## src/rtl/bist_sequencer.sv

```systemverilog
// Scan-BIST sequencing controller: seeds the pattern LFSR, alternates shift and
// capture windows for N_PATTERNS patterns, unloads, then pulses FINISH.
module bist_sequencer #(
   parameter int SCAN_LEN   = 8,
   parameter int N_PATTERNS = 16,
   parameter int CNT_W      = 8
) (
   input  logic             CLK,
   input  logic             RST,
   input  logic             START,
   output logic             SEED,
   output logic             SCAN_EN,
   output logic             RUNNING,
   output logic             FINISH,
   output logic             BIST_END,
   output logic [CNT_W-1:0] PAT_CNT
);

   localparam int SH_W = (SCAN_LEN > 1) ? $clog2(SCAN_LEN) : 1;
   localparam logic [SH_W-1:0]  SH_LAST  = SH_W'(SCAN_LEN - 1);
   localparam logic [CNT_W-1:0] PAT_LAST = CNT_W'(N_PATTERNS);

   typedef enum logic [2:0] {
      IDLE, LOAD_SEED, SHIFT, CAPTURE, UNLOAD, FIN, DONE
   } state_t;

   state_t           state_q, state_d;
   logic [SH_W-1:0]  sh_q, sh_d;
   logic [CNT_W-1:0] pat_q, pat_d;
   logic [CNT_W-1:0] pat_inc;

   assign pat_inc = pat_q + CNT_W'(1);

   always_ff @(posedge CLK or negedge RST) begin
      if (!RST) begin
         state_q <= IDLE;
         sh_q    <= '0;
         pat_q   <= '0;
      end else begin
         state_q <= state_d;
         sh_q    <= sh_d;
         pat_q   <= pat_d;
      end
   end

   always_comb begin
      state_d  = state_q;
      sh_d     = sh_q;
      pat_d    = pat_q;
      SEED     = 1'b0;
      SCAN_EN  = 1'b0;
      RUNNING  = 1'b0;
      FINISH   = 1'b0;
      BIST_END = 1'b0;
      case (state_q)
         IDLE: begin
            if (START) state_d = LOAD_SEED;
         end
         LOAD_SEED: begin
            SEED    = 1'b1;
            RUNNING = 1'b1;
            sh_d    = '0;
            pat_d   = '0;
            state_d = SHIFT;
         end
         SHIFT, UNLOAD: begin
            SCAN_EN = 1'b1;
            RUNNING = 1'b1;
            if (sh_q == SH_LAST) begin
               sh_d    = '0;
               state_d = (state_q == SHIFT) ? CAPTURE : FIN;
            end else begin
               sh_d = sh_q + SH_W'(1);
            end
         end
         CAPTURE: begin
            RUNNING = 1'b1;
            pat_d   = pat_inc;
            state_d = (pat_inc == PAT_LAST) ? UNLOAD : SHIFT;
         end
         FIN: begin
            FINISH  = 1'b1;
            RUNNING = 1'b1;
            state_d = DONE;
         end
         DONE: begin
            BIST_END = 1'b1;
            // Clear the count on the way out so IDLE shows all-zero outputs.
            if (!START) begin
               state_d = IDLE;
               pat_d   = '0;
            end
         end
         default: state_d = IDLE;
      endcase
   end

   assign PAT_CNT = pat_q;

endmodule

```

## config.mk

```make
export PLATFORM = sky130hd
export DESIGN_NAME = bist_sequencer
export DESIGN_NICKNAME = d
export VERILOG_FILES = /design/src/rtl/bist_sequencer.sv
export SDC_FILE = /design/constraint.sdc
export NUM_CORES = 1
export LEC_CHECK = 0
export BUFFER_PORTS_ARGS = -buffer_cell sky130_fd_sc_hd__buf_2
export CAP_MARGIN = 20
export CELL_PAD_IN_SITES_DETAIL_PLACEMENT = 1
export CELL_PAD_IN_SITES_GLOBAL_PLACEMENT = 2
export CORE_ASPECT_RATIO = 0.5
export CORE_UTILIZATION = 32
export DETAILED_ROUTE_END_ITERATION = 10
export GPL_ROUTABILITY_DRIVEN = 0
export GPL_TIMING_DRIVEN = 0
export HOLD_SLACK_MARGIN = 0.06
export PLACE_DENSITY = 0.86
export RECOVER_POWER = 50
export SYNTH_ARGS = -nofsm -noshare
export SYNTH_HDL_FRONTEND = slang
export SYNTH_SLANG_ARGS = --single-unit
```

## constraint.sdc

```tcl
create_clock -name CLK -period 1.6 [get_ports CLK]
set_input_delay 0.16 -clock CLK [delete_from_list [all_inputs] [get_ports CLK]]
set_output_delay 0.16 -clock CLK [all_outputs]
set_load 0.02 [all_outputs]
```

==> results of run 1 <==
cell type report:
type,count,area (um^2)
timing repair buffer,21,116
multi-input combinational,75,484
inverter,4,15.0
sequential,14,353
buffer,3,17.5
clock buffer,4,55.1
tap,35,43.8
fill,288,1270
flip-flops by register name (all words and copies together) (netlist names):
register and flops:
PAT_CNT 8, sh_q 3, state_q 3
routing by layer:
| layer | vias up | part of all wire [%] | wire length [um] | track usage (%) |
|---|---|---|---|---|
| met1 | 369 | 53 | 1110 | 23.2 |
| met2 | 11 | 44 | 922 | 24.5 |
| met4 | 0 | 0.38 | 8 | 6.60 |
| li1 | 383 | - | - | - |
| met5 | - | 0 | 0 | 0 |
| met3 | 2 | 2.7 | 57 | 5.00 |
power by group:
group          switching (mW)  internal [mW]  leakage, nW
logic                   0.441          0.329        0.273
clock network           0.134          0.218       0.0288
registers               0.133          0.467        0.179
total                   0.708           1.01        0.481
metrics by stage:
step	cells	setup WS (ns)	util, %
floorplan	96	0.0896	-
global placement	146	0.0176	41.2
detailed placement	146	0.0358	41.2
CTS	151	0.00495	44.2
global route	156	0.00436	46.0
finish	156	0.0719	46.0
critical path, stage by stage (launching register included):
cell and delay (ns):
dfrtp_2 0.44, ha_2 0.23, and2_1 0.15, o21ai_0 0.18, o41a_1 0.41
Yosys cell counts, types with 2 or more instances:
master / number
a22o_1: 2
nor2b_1: 3
xnor2_1: 3
o21ai_0: 11
a21oi_1: 2
dfrtp_1: 14
nand2_1: 17
buf_2: 3
nor3_1: 5
inv_1: 4
mux2i_1: 2
ha_1: 3
and2_1: 2
nor2_1: 6
what timing repair did:
| action | CTS | global route |
|---|---|---|
| buffers inserted | 0 | 5 |
| endpoints found under the setup margin | 2 | 5 |
| hold buffers | 1 | 0 |
| resized for setup | 2 | 5 |
| pin swaps | 0 | 2 |
| hold endpoints to repair | 14 | 0 |
cells by family after synthesis:
| logic type | Yosys count |
|---|---|
| AND/OR/NAND/NOR | 43 |
| AO/OA/AOI/OAI | 23 |
| flip-flops | 14 |
| buffers and inverters | 7 |
| XOR/XNOR | 4 |
| adder cells (fa/ha/maj) | 3 |
| multiplexers | 2 |
how the worst min path moves through the flow:
stage	slack (ns)	to	startpoint	cells past startpoint
2_1_floorplan	-0.14	PAT_CNT[0]$_DFFE_PN0P_	RST	0
6_report	0.29	state_q[2]$_DFFE_PN0P_	START	5
3_5_place_dp	0.09	state_q[1]$_DFFE_PN0P_	RST	1
4_1_cts	0.29	state_q[2]$_DFFE_PN0P_	START	5
3_3_place_gp	0.09	sh_q[2]$_DFFE_PN0P_	RST	1
5_1_grt	0.35	state_q[2]$_DFFE_PN0P_	START	5
==> reports/summary.txt, run 1 <==
Core ar.: 0.00236 mm^2
Syn Inst Count: 96
Final period util: 95.5%
worst slew pin tran: 0.811 ns
Post-Synth Simple-Gate Area: 26.7%
die height: 38.5 um
Rel. slew slack: 45.9%
n_diodes: 0
#FFs+latches synth: 14
Starting Density: 36.1%
maximum VDD drop: 0.000712 V
Detail Route Antenna Nets: 0
ys async rst share: 100%
crit path from: PAT_CNT[0]$_DFFE_PN0P_
synthesized area: 852 um^2
XOR/XNOR Fraction of Synth Area: 4.11%
Die ar.: 0.00289 mm^2
Clk Latency, worst-skew pair: 0.25 ns
DRC Markers: 0
r2r setup slk: 0.07 ns
r2r worst-path depth: 4
reg-to-reg critical path endpoint: state_q[1]$_DFFE_PN0P_
kind of critical path: flip-flop to flip-flop
crit path max fanout: 7
largest family of logic cells by synthesized area: simple AND/OR/NAND/NOR gates
CTS buffer count: 3
max_cap viols: 0
share of the synthesized area in the top cell type: 41.1%
vias per cell: 4.90
drt total wl: 2100 um
CTS Root Cell: clkbuf_8
Avg Cell Area, Syn: 8.88 um^2
syn_nets: 102
total gr overflow: 0
commonest non-fill, non-tap cell in the layout: nand2_1
# H-tree levels: 1
Tmin final: 1.53 ns
Synth area leaders: dfrtp_1 (41%), nand2_1 (7.5%), o21ai_0 (6.5%)
mux cell area share after synthesis: 2.35%
hpwl dp: 1490 um
layout cells sized above 1: 27.3%
Crit. End Element: flip-flop
Min Hold Slack: 0.293 ns
Design Area, Final: 0.00108 mm^2
vias post-DR: 765
Worst Setup EP: state_q[1]$_DFFE_PN0P_
GRT Overall Usage: 16.8%
io pins: 16
initial antenna violation count: 0
first-pass GRT wire length: 3460 um
row count: 12
placed instance area: 971 um^2
most frequent cells in the layout: nand2_1 (17), dfrtp_1 (12), buf_2 (12)
routed len/inst: 13.4 um
Post-synth EDFFs: 0
CTS clock-pin slew for the worst setup and hold paths: 0.06 ns
Total Power: 1.72 mW
Fin Clk Skew: 0.00418 ns
Post-Route Setup TNS: 0 ns
Nets: 128
Worst EP arrival: 1.66 ns
Die W: 75.0 um
biggest area consumer among synthesized cells: dfrtp_1
power density cells: 1590 mW/mm^2
Critical Path RT: 1.73 ns
TritonCTS clock tree: done
Adder-Cell Fraction of Synth Area: 4.41%
Hold/Removal Path Class: input pin to flip-flop
yosys warns: 0
vias in the first global route: 704
CP startpoint kind: flip-flop
Seq/Total Area, Yosys: 41.1%
fin. max-slew vios: 0
PortBufs: 15
DR iter-0 viols: 59
Main synth FF type: dfrtp_1
reg2reg start: PAT_CNT[0]$_DFFE_PN0P_
post-synth cell types: 33
status: completed
Detailed Routing Iterations Pass 1: 4
clk sink count: 14
Leakage: 0.481 nW
count of final hold-check violations: 0
Synth Area in Compound Gates: 17.8%
unrepaired setup endpoints after global routing: no
f_max: 654 MHz
largest net degree at the start of global routing: 15
Syn-to-layout area delta: 27.3%
clk buf depth: 2
final setup fails: 0
(Power assumes the default switching activity.)
==> run 2: changes to the inputs <==
--- a/config.mk
+++ b/config.mk
@@ -11,6 +11,7 @@
 export CELL_PAD_IN_SITES_GLOBAL_PLACEMENT = 2
 export CORE_ASPECT_RATIO = 0.5
 export CORE_UTILIZATION = 32
+export CTS_BUF_LIST = sky130_fd_sc_hd__clkbuf_4 sky130_fd_sc_hd__clkbuf_8 sky130_fd_sc_hd__clkbuf_16
 export DETAILED_ROUTE_END_ITERATION = 10
 export GPL_ROUTABILITY_DRIVEN = 0
 export GPL_TIMING_DRIVEN = 0
==> constraint.sdc (replaced) <==
create_clock -name CLK -period 1.6 [get_ports CLK]
set_input_delay 0 -clock CLK [delete_from_list [all_inputs] [get_ports CLK]]
set_output_delay 0 -clock CLK [all_outputs]
set_load 0.02 [all_outputs]
==> reports/summary.txt, run 2 (same netlist as run 1, synthesis figures left out) <==
f_max: 654 MHz (-0.14%)
# H-tree levels: 1 (unchanged)
routed len/inst: 13.1 um (-2.3%)
most frequent cells in the layout: nand2_1 (17), buf_2 (13), dfrtp_1 (12)
Critical Path RT: 1.73 ns (about the same)
Fin Clk Skew: 0.00565 ns (+0.00147 ns)
Detail Route Antenna Nets: 0 (unchanged)
crit path from: PAT_CNT[0]$_DFFE_PN0P_
row count: 12 (unchanged)
GRT Overall Usage: 16.8% (unchanged)
Rel. slew slack: 46.0% (+0.11 points)
n_diodes: 0 (unchanged)
maximum VDD drop: 0.000602 V (-15%)
unrepaired setup endpoints after global routing: no
Design Area, Final: 0.00106 mm^2 (-2.5%)
vias in the first global route: 704 (unchanged)
clk buf depth: 2 (unchanged)
max_cap viols: 0 (unchanged)
die height: 38.5 um (unchanged)
Worst EP arrival: 1.66 ns (about the same)
vias post-DR: 753 (-1.6%)
worst slew pin tran: 0.810 ns (-0.00164 ns)
Tmin final: 1.53 ns (+0.00207 ns)
CTS clock-pin slew for the worst setup and hold paths: 0.06 ns (about the same)
largest net degree at the start of global routing: 15 (unchanged)
CTS Root Cell: clkbuf_8
layout cells sized above 1: 24.4% (-2.9 points)
placed instance area: 971 um^2 (unchanged)
CP startpoint kind: flip-flop
io pins: 16 (unchanged)
Crit. End Element: flip-flop
Die W: 75.0 um (unchanged)
vias per cell: 4.89 (-0.29%)
status: completed
Core ar.: 0.00236 mm^2 (unchanged)
Place WS: 0.0358 ns (unchanged)
Hold/Removal Path Class: input pin to flip-flop
commonest non-fill, non-tap cell in the layout: nand2_1
TritonCTS clock tree: done
DR iter-0 viols: 44 (-25%)
drt total wl: 2020 um (-3.5%)
dpl cells: 146 (unchanged)
count of final hold-check violations: 0 (unchanged)
fin. max-slew vios: 0 (unchanged)
r2r setup slk: 0.07 ns (about the same)
r2r worst-path depth: 4 (unchanged)
clk sink count: 14 (unchanged)
Die ar.: 0.00289 mm^2 (unchanged)
reg2reg start: PAT_CNT[0]$_DFFE_PN0P_
initial antenna violation count: 0 (unchanged)
hpwl dp: 1490 um (unchanged)
max reg flops: 8 (unchanged)
Worst Setup EP: state_q[1]$_DFFE_PN0P_
Nets: 126 (-1.6%)
final setup fails: 0 (unchanged)
power density cells: 1560 mW/mm^2 (-1.7%)
Syn-to-layout area delta: 24.1%
Final period util: 95.6% (+0.13 points)
crit path max fanout: 7 (unchanged)
PortBufs: 15 (unchanged)
fin cells: 154 (-1.3%)
Detailed Routing Iterations Pass 1: 4 (unchanged)
kind of critical path: flip-flop to flip-flop
Clk Latency, worst-skew pair: 0.25 ns (about the same)
first-pass GRT wire length: 3460 um (unchanged)
Starting Density: 36.1% (unchanged)
post-route worst setup slack: 0.0698 ns (-0.00207 ns)
total gr overflow: 0 (unchanged)
CTS buffer count: 3 (unchanged)
DRC Markers: 0 (unchanged)
reg-to-reg critical path endpoint: state_q[1]$_DFFE_PN0P_
Leakage: 0.471 nW (-2.1%)
Post-Route Setup TNS: 0 ns (unchanged)
## run 2: layout make-up
class	count	area, um^2
fillers	295	1300
clock buffers	4	55.1
plain buffers	3	15.0
repair buffers	19	101
well taps	35	43.8
inverters	4	15.0
flip-flops and latches	14	353
multi-input cells	75	474
## run 2: where the power goes
part           switching, mW  leakage [nW]  internal [mW]  total [mW]
sequential             0.132         0.179          0.467       0.599
combinational          0.418         0.263          0.283       0.701
clock                  0.132        0.0288          0.218       0.350
total                  0.682         0.471          0.968        1.65
## run 2: how the worst min path moves through the flow
stage           from                     end  slack [ns]  cells past startpoint
3_3_place_gp     RST     sh_q[2]$_DFFE_PN0P_       -0.07                      1
6_report       START  state_q[2]$_DFFE_PN0P_        0.13                      5
2_1_floorplan    RST  PAT_CNT[0]$_DFFE_PN0P_       -0.30                      0
4_1_cts        START  state_q[2]$_DFFE_PN0P_        0.13                      5
3_5_place_dp     RST  state_q[1]$_DFFE_PN0P_       -0.07                      1
5_1_grt        START  state_q[2]$_DFFE_PN0P_        0.19                      5
## run 2: worst max-delay path, cell delays in order (launching register included)
cell	delay, ns
dfrtp_2	0.44
ha_2	0.23
and2_1	0.15
o21ai_0	0.18
o41a_1	0.41
## run 2: repair_timing
item | CTS | global route
gates resized for setup | 0 | 3
endpoints found under the setup margin | 0 | 3
hold buffers | 1 | 0
hold endpoints to repair | 14 | 0
buffers inserted | 0 | 3
## run 2: routing by layer
layer  global-route usage [%]  up-vias  wire length (um)
met1                     23.2      359              1070
met5                        0        -                 0
met4                     6.60        0                 8
met2                     24.5       11               884
met3                     5.00        2                57
li1                         -      381                 -
## run 2: per-stage QoR
stage | total power [mW] | hold WS (ns) | utilization (%)
CTS | 1.64 | 0.130 | 43.9
finish | 1.65 | 0.133 | 44.9
detailed placement | 1.28 | -0.0713 | 41.2
floorplan | 1.06 | -0.296 | -
global route | 1.79 | 0.188 | 44.9
global placement | 1.23 | -0.0742 | 41.2
